==> config.mk <==
export PLATFORM = sky130hd
export DESIGN_NAME = rv_lsu_flat
export DESIGN_NICKNAME = d
export VERILOG_FILES = /design/src/rtl/rv_lsu_if.sv /design/src/rtl/rv_lsu.sv /design/src/flat_wrapper.sv
export SDC_FILE = /design/constraint.sdc
export NUM_CORES = 1
export LEC_CHECK = 0
export ABC_AREA = 1
export CAP_MARGIN = 20
export CORE_UTILIZATION = 45
export CTS_CLUSTER_SIZE = 40
export DETAILED_ROUTE_END_ITERATION = 8
export GPL_TIMING_DRIVEN = 0
export PLACE_DENSITY = 0.82
export SYNTH_ARGS = -nofsm -noshare
export SYNTH_HDL_FRONTEND = slang
export SYNTH_SLANG_ARGS = --single-unit
==> constraint.sdc <==
create_clock -name i_clk -period 3.39 [get_ports i_clk]
set_input_delay 0.5085 -clock i_clk [delete_from_list [all_inputs] [get_ports i_clk]]
set_output_delay 0.5085 -clock i_clk [all_outputs]
set_load 0.03 [all_outputs]
==> src/rtl/rv_lsu_if.sv <==
// Bundle of the upstream request, data-memory port and writeback/fault signals of the load/store unit.
// The LSU takes the slave side; the environment (pipeline and memory) takes the master side.
interface rv_lsu_if;
    logic        i_valid;
    logic        i_load;
    logic        i_store;
    logic [2:0]  i_funct3;
    logic [31:0] i_addr;
    logic [31:0] i_wdata;
    logic [4:0]  i_rd;
    logic        o_stall;
    logic        o_mem_req;
    logic        o_mem_we;
    logic [31:0] o_mem_addr;
    logic [3:0]  o_mem_sel;
    logic [31:0] o_mem_wdata;
    logic        i_mem_ack;
    logic [31:0] i_mem_rdata;
    logic        o_wb_valid;
    logic [4:0]  o_wb_rd;
    logic [31:0] o_wb_data;
    logic        o_fault;
    logic [1:0]  o_fault_code;

    modport slave (
        input  i_valid, i_load, i_store, i_funct3, i_addr, i_wdata, i_rd,
        input  i_mem_ack, i_mem_rdata,
        output o_stall, o_mem_req, o_mem_we, o_mem_addr, o_mem_sel, o_mem_wdata,
        output o_wb_valid, o_wb_rd, o_wb_data, o_fault, o_fault_code
    );

    modport master (
        output i_valid, i_load, i_store, i_funct3, i_addr, i_wdata, i_rd,
        output i_mem_ack, i_mem_rdata,
        input  o_stall, o_mem_req, o_mem_we, o_mem_addr, o_mem_sel, o_mem_wdata,
        input  o_wb_valid, o_wb_rd, o_wb_data, o_fault, o_fault_code
    );
endinterface

==> src/rtl/rv_lsu.sv <==
// RV32 load/store unit: checks and latches one access, runs a single-outstanding req/ack
// memory transfer with lane steering and timeout, and returns extended load data to writeback.
module rv_lsu #(
    parameter int TIMEOUT = 255,
    parameter int TO_W    = 8
) (
    input  logic    i_clk,
    input  logic    i_reset_n,
    rv_lsu_if.slave bus
);
    typedef enum logic {IDLE, ISSUE} state_t;

    state_t          state, state_nxt;
    logic [TO_W-1:0] to_cnt;
    logic [4:0]      rd_p1;
    logic [2:0]      funct3_p1;
    logic [1:0]      off_p1;
    logic            accept, illegal, misaligned, to_hit;

    function automatic logic [3:0] lane_sel(input logic [1:0] size, input logic [1:0] off);
        case (size)
            2'd0:    lane_sel = 4'b0001 << off;
            2'd1:    lane_sel = off[1] ? 4'b1100 : 4'b0011;
            default: lane_sel = 4'b1111;
        endcase
    endfunction

    function automatic logic [31:0] lane_wdata(input logic [1:0] size, input logic [31:0] data);
        case (size)
            2'd0:    lane_wdata = {4{data[7:0]}};
            2'd1:    lane_wdata = {2{data[15:0]}};
            default: lane_wdata = data;
        endcase
    endfunction

    function automatic logic [31:0] load_extract(input logic [31:0] word, input logic [2:0] f3,
                                                 input logic [1:0] off);
        logic [31:0] sh;
        sh = word >> {off, 3'b000};
        case (f3)
            3'd0:    load_extract = {{24{sh[7]}}, sh[7:0]};
            3'd1:    load_extract = {{16{sh[15]}}, sh[15:0]};
            3'd4:    load_extract = {24'd0, sh[7:0]};
            3'd5:    load_extract = {16'd0, sh[15:0]};
            default: load_extract = word;
        endcase
    endfunction

    assign bus.o_stall   = (state == ISSUE);
    assign bus.o_mem_req = (state == ISSUE);

    // The last ISSUE cycle before abort is the one where the counter reads TIMEOUT-1.
    assign to_hit = (TIMEOUT != 0) && (32'(to_cnt) == 32'(TIMEOUT - 1));

    always_comb begin
        state_nxt  = state;
        illegal    = !(bus.i_funct3 inside {3'd0, 3'd1, 3'd2, 3'd4, 3'd5})
                     || (bus.i_funct3[2] && bus.i_store)
                     || (bus.i_load && bus.i_store);
        misaligned = ((bus.i_funct3[1:0] == 2'd1) && bus.i_addr[0])
                     || ((bus.i_funct3[1:0] == 2'd2) && (bus.i_addr[1:0] != 2'd0));
        accept     = (state == IDLE) && bus.i_valid && (bus.i_load || bus.i_store);
        case (state)
            IDLE:    if (accept && !illegal && !misaligned) state_nxt = ISSUE;
            ISSUE:   if (bus.i_mem_ack || to_hit) state_nxt = IDLE;
            default: state_nxt = IDLE;
        endcase
    end

    always_ff @(posedge i_clk or negedge i_reset_n) begin
        if (!i_reset_n) state <= IDLE;
        else            state <= state_nxt;
    end

    // p1: access fields latched at accept; result pulses one cycle after ack/abort
    always_ff @(posedge i_clk or negedge i_reset_n) begin
        if (!i_reset_n) begin
            to_cnt           <= '0;
            rd_p1            <= '0;
            funct3_p1        <= '0;
            off_p1           <= '0;
            bus.o_mem_we     <= 1'b0;
            bus.o_mem_addr   <= '0;
            bus.o_mem_sel    <= '0;
            bus.o_mem_wdata  <= '0;
            bus.o_wb_valid   <= 1'b0;
            bus.o_wb_rd      <= '0;
            bus.o_wb_data    <= '0;
            bus.o_fault      <= 1'b0;
            bus.o_fault_code <= '0;
        end else begin
            bus.o_wb_valid <= 1'b0;
            bus.o_fault    <= 1'b0;
            if (accept) begin
                if (illegal || misaligned) begin
                    bus.o_fault      <= 1'b1;
                    bus.o_fault_code <= illegal ? 2'b11 : 2'b01;
                end else begin
                    to_cnt          <= '0;
                    rd_p1           <= bus.i_rd;
                    funct3_p1       <= bus.i_funct3;
                    off_p1          <= bus.i_addr[1:0];
                    bus.o_mem_we    <= bus.i_store;
                    bus.o_mem_addr  <= {bus.i_addr[31:2], 2'b00};
                    bus.o_mem_sel   <= lane_sel(bus.i_funct3[1:0], bus.i_addr[1:0]);
                    bus.o_mem_wdata <= lane_wdata(bus.i_funct3[1:0], bus.i_wdata);
                end
            end
            if (state == ISSUE) begin
                if (bus.i_mem_ack) begin
                    if (!bus.o_mem_we) begin
                        bus.o_wb_valid <= 1'b1;
                        bus.o_wb_rd    <= rd_p1;
                        bus.o_wb_data  <= load_extract(bus.i_mem_rdata, funct3_p1, off_p1);
                    end
                end else if (to_hit) begin
                    bus.o_fault      <= 1'b1;
                    bus.o_fault_code <= 2'b10;
                end else begin
                    to_cnt <= to_cnt + 1'b1;
                end
            end
        end
    end
endmodule

==> src/flat_wrapper.sv <==
// flat-port wrapper written by rule: the top's interface ports become plain ports
module rv_lsu_flat 
#(
    parameter int TIMEOUT = 255,
    parameter int TO_W    = 8
)
  (i_clk, i_reset_n, bus_i_valid, bus_i_load, bus_i_store, bus_i_funct3, bus_i_addr, bus_i_wdata, bus_i_rd, bus_i_mem_ack, bus_i_mem_rdata, bus_o_stall, bus_o_mem_req, bus_o_mem_we, bus_o_mem_addr, bus_o_mem_sel, bus_o_mem_wdata, bus_o_wb_valid, bus_o_wb_rd, bus_o_wb_data, bus_o_fault, bus_o_fault_code);
  rv_lsu_if bus_i ();
  input  logic i_clk;
  input  logic i_reset_n;
  input wire logic [$bits(bus_i.i_valid)-1:0] bus_i_valid;
  input wire logic [$bits(bus_i.i_load)-1:0] bus_i_load;
  input wire logic [$bits(bus_i.i_store)-1:0] bus_i_store;
  input wire logic [$bits(bus_i.i_funct3)-1:0] bus_i_funct3;
  input wire logic [$bits(bus_i.i_addr)-1:0] bus_i_addr;
  input wire logic [$bits(bus_i.i_wdata)-1:0] bus_i_wdata;
  input wire logic [$bits(bus_i.i_rd)-1:0] bus_i_rd;
  input wire logic [$bits(bus_i.i_mem_ack)-1:0] bus_i_mem_ack;
  input wire logic [$bits(bus_i.i_mem_rdata)-1:0] bus_i_mem_rdata;
  output wire logic [$bits(bus_i.o_stall)-1:0] bus_o_stall;
  output wire logic [$bits(bus_i.o_mem_req)-1:0] bus_o_mem_req;
  output wire logic [$bits(bus_i.o_mem_we)-1:0] bus_o_mem_we;
  output wire logic [$bits(bus_i.o_mem_addr)-1:0] bus_o_mem_addr;
  output wire logic [$bits(bus_i.o_mem_sel)-1:0] bus_o_mem_sel;
  output wire logic [$bits(bus_i.o_mem_wdata)-1:0] bus_o_mem_wdata;
  output wire logic [$bits(bus_i.o_wb_valid)-1:0] bus_o_wb_valid;
  output wire logic [$bits(bus_i.o_wb_rd)-1:0] bus_o_wb_rd;
  output wire logic [$bits(bus_i.o_wb_data)-1:0] bus_o_wb_data;
  output wire logic [$bits(bus_i.o_fault)-1:0] bus_o_fault;
  output wire logic [$bits(bus_i.o_fault_code)-1:0] bus_o_fault_code;
  assign bus_i.i_valid = bus_i_valid;
  assign bus_i.i_load = bus_i_load;
  assign bus_i.i_store = bus_i_store;
  assign bus_i.i_funct3 = bus_i_funct3;
  assign bus_i.i_addr = bus_i_addr;
  assign bus_i.i_wdata = bus_i_wdata;
  assign bus_i.i_rd = bus_i_rd;
  assign bus_i.i_mem_ack = bus_i_mem_ack;
  assign bus_i.i_mem_rdata = bus_i_mem_rdata;
  assign bus_o_stall = bus_i.o_stall;
  assign bus_o_mem_req = bus_i.o_mem_req;
  assign bus_o_mem_we = bus_i.o_mem_we;
  assign bus_o_mem_addr = bus_i.o_mem_addr;
  assign bus_o_mem_sel = bus_i.o_mem_sel;
  assign bus_o_mem_wdata = bus_i.o_mem_wdata;
  assign bus_o_wb_valid = bus_i.o_wb_valid;
  assign bus_o_wb_rd = bus_i.o_wb_rd;
  assign bus_o_wb_data = bus_i.o_wb_data;
  assign bus_o_fault = bus_i.o_fault;
  assign bus_o_fault_code = bus_i.o_fault_code;
  rv_lsu #(.TIMEOUT(TIMEOUT), .TO_W(TO_W)) u_core (.i_clk(i_clk), .i_reset_n(i_reset_n), .bus(bus_i));
endmodule
==> flow_summary.json <==
{
  "status": "completed",
  "yosysUniqueCellTypes": 30,
  "clock_skew_ns": 0.00437,
  "p_comb_frac": 0.433,
  "num_rows": 42,
  "peakVddDrop_mv": 0.421,
  "seqPwrFrac": 0.321,
  "synth_seq_area_share": 0.511,
  "coreArea_um2": 13300,
  "cts_repair_resize_count": 0,
  "wl_per_cell_um": 15.2,
  "numPortBuffers": 219,
  "power-per-cell-area_nw_per_um2": 782,
  "worstSetupPathType": "flop to primary output",
  "place_hpwl_um": 13900,
  "critical_path.max_fanout": 5,
  "drc": 0,
  "whs_ns": 0.475,
  "die_width_um": 120,
  "dp_cells": 1210,
  "ctsHoldBuffers": 1,
  "p_clk_frac": 0.247,
  "ant_nets": 0,
  "synth-seq-cells": 127,
  "rsz0062_at_grt": "false",
  "cts_buffer_depth": 2,
  "yosysTopAreaCellShare": 0.511,
  "drv_slew": 0,
  "cts_tree": "built",
  "slew_headroom": 0.619,
  "critical_path.startpoint_type": "flop",
  "arrival_ns": 1.63,
  "ioPinCount": 222,
  "routed_wl_um": 18900,
  "num_vias": 6232,
  "power.switching_mw": 2.79,
  "nets": 1166,
  "yosys_warnings": 0,
  "gr-total-overflow": 0,
  "finalCritPeriodShare": 0.631,
  "antenna_cells": 0,
  "drtIter0Drc": 429,
  "max_freq_ghz": 0.467,
  "postCtsSetupRepairBufs": 0,
  "place_ws_ns": 1.09,
  "die_area_um2": 14300,
  "hold_class": "flop to flop",
  "cts_made_buffers": 17,
  "drtPass1Iterations": 5,
  "drive_gt1_frac": 0.0864,
  "grt_first_pass_wirelength_um": 30400,
  "antenna_found_initial": 0,
  "cts_max_level": 4,
  "start_util": 0.466,
  "leakagePower_nw": 4.57,
  "p_int_mw": 4.45,
  "p_sw_frac": 0.385,
  "cts.sinks": 127,
  "place.gp.congestion": 0.928,
  "viasPerCell": 5.02,
  "ff2ff_setup_slack_ns": 1.67,
  "fin_crit_ns": 2.14,
  "synth.area.top_cells": "dfrtp_1, nand2_1, a21oi_1",
  "clock_latency_ns": 0.42,
  "grt_use_total": 0.275,
  "die_y_um": 120,
  "final_common_cell": "nand2_1",
  "tightest_slew_ns": 0.569,
  "fin_cells": 1241,
  "cts-root-buf": "clkbuf_16",
  "layout_common_cells": "nand2_1, clkdlybuf4s50_1, dfrtp_1",
  "syn_to_final_growth_pct": 48.7,
  "synth.avg_cell_area_um2": 7.65,
  "setup_viol": 0,
  "grt_pass1_vias": 6143,
  "synth_area_leader_cell": "dfrtp_1",
  "maxCapViolations": 0,
  "syn_area_um2": 6220,
  "end_kind": "primary output",
  "worst_slack_ns": 1.25,
  "cp.required_ns": 2.88,
  "netlist_instances": 813,
  "hold_viol": 0,
  "path_clk_slew_ns": 0.05,
  "grt_start_max_net_pins": 92
}
[power by group through the flow]
stage,combinational [mW],clock (mW),sequential (mW)
after CTS,3.14,1.80,2.32
after global routing,3.36,1.88,2.37
after global placement,3.09,0,2.31
final,3.13,1.78,2.32
after detailed placement,3.13,0,2.32
after floorplan,0.878,0,3.19
[synth_stat cells]
cell      instances
a211oi_1          2
a21oi_1          55
buf_1             3
buf_12            1
buf_2            15
buf_4             5
buf_6             6
clkbuf_1         13
clkinv_1          1
conb_1            1
dfrtp_1         127
ha_1              2
inv_1            68
inv_2             4
nand2_1         337
nand2_2          12
nand3_1          48
nand3_4           1
nand3b_1          1
nand4_1           2
nor2_1           16
nor2_2            1
nor2_4            1
nor3_1            1
nor3_2            1
o21ai_0          55
o21ai_1          15
or2_2            16
xnor2_1           2
xor2_1            1
[state kept, by name, indices dropped and copies added (netlist names)]
register / cells
u_core.funct3_p1: 3
u_core.bus.o_wb_rd: 5
u_core.rd_p1: 5
u_core.bus.o_mem_wdata: 32
u_core.bus.o_fault_code: 2
u_core.off_p1: 2
u_core.bus.o_mem_req: 1
u_core.bus.o_mem_sel: 4
u_core.bus.o_mem_addr: 30
u_core.bus.o_wb_data: 32
u_core.bus.o_wb_valid: 1
u_core.bus.o_fault: 1
u_core.bus.o_mem_we: 1
u_core.to_cnt: 8
[per-stage QoR]
step           total power, mW  area (µm²)  setup TNS (ns)   util
2_1_floorplan             4.06        6220               0      -
3_3_place_gp              5.40        8630         -418.57  0.647
3_5_place_dp              5.45        8660               0  0.649
4_1_cts                   7.26        9250               0  0.693
5_1_grt                   7.61        9250               0  0.693
6_report                  7.23        9250               0  0.693
[layout make-up]
class	count	area, µm²
buffer	43	260
timing repair buffer	221	2230
clock buffer	24	492
inverter	73	274
clock inverter	6	82.6
tap	176	220
fill	1109	4100
sequential	127	3180
multi-input combinational	571	2510
[critical path, cell delays in order (launching register included)]
cell and delay, ns:
dfrtp_1 0.43, buf_4 0.14, clkdlybuf4s50_1 0.65
[final timing paths]
kind,start,endpoint,cells past startpoint
worst max-delay path,u_core.bus.o_mem_req$_DFF_PN0_,bus_o_stall,2
worst min-delay path,u_core.bus.o_wb_data[2]$_DFFE_PN0P_,u_core.bus.o_wb_data[2]$_DFFE_PN0P_,2
worst max register to register,u_core.bus.o_mem_req$_DFF_PN0_,u_core.bus.o_wb_rd[3]$_DFFE_PN0P_,4
worst min register to register,u_core.bus.o_wb_data[2]$_DFFE_PN0P_,u_core.bus.o_wb_data[2]$_DFFE_PN0P_,2
max in group asynchronous,i_reset_n,u_core.bus.o_mem_wdata[8]$_DFFE_PN0P_,3
min in group asynchronous,i_reset_n,u_core.to_cnt[6]$_DFF_PN0_,2
[cell families (layout without fill, tap and decap cells)]
| group | count (synthesis) | after routing | share of synthesized area |
|---|---|---|---|
| AO/OA/AOI/OAI | 127 | 127 | 0.103 |
| XOR/XNOR | 3 | 3 | 0.00423 |
| adder cells (fa/ha/maj) | 2 | 2 | 0.00402 |
| buffers and inverters | 116 | 367 | 0.0859 |
| flip-flops | 127 | 127 | 0.511 |
| other | 1 | 2 | 0.000603 |
| AND/OR/NAND/NOR | 437 | 437 | 0.291 |
[per-layer routing]
| layer | share of wire | up-vias | global-route usage | wire length, µm |
|---|---|---|---|---|
| met4 | 0.035 | 0 | 0.131 | 654 |
| met3 | 0.094 | 46 | 0.0870 | 1780 |
| met2 | 0.46 | 284 | 0.430 | 8610 |
| met5 | 0 | - | 0 | 0 |
| li1 | - | 3027 | - | - |
| met1 | 0.41 | 2875 | 0.345 | 7810 |
No activity file was read; power rests on OpenSTA's default activity.
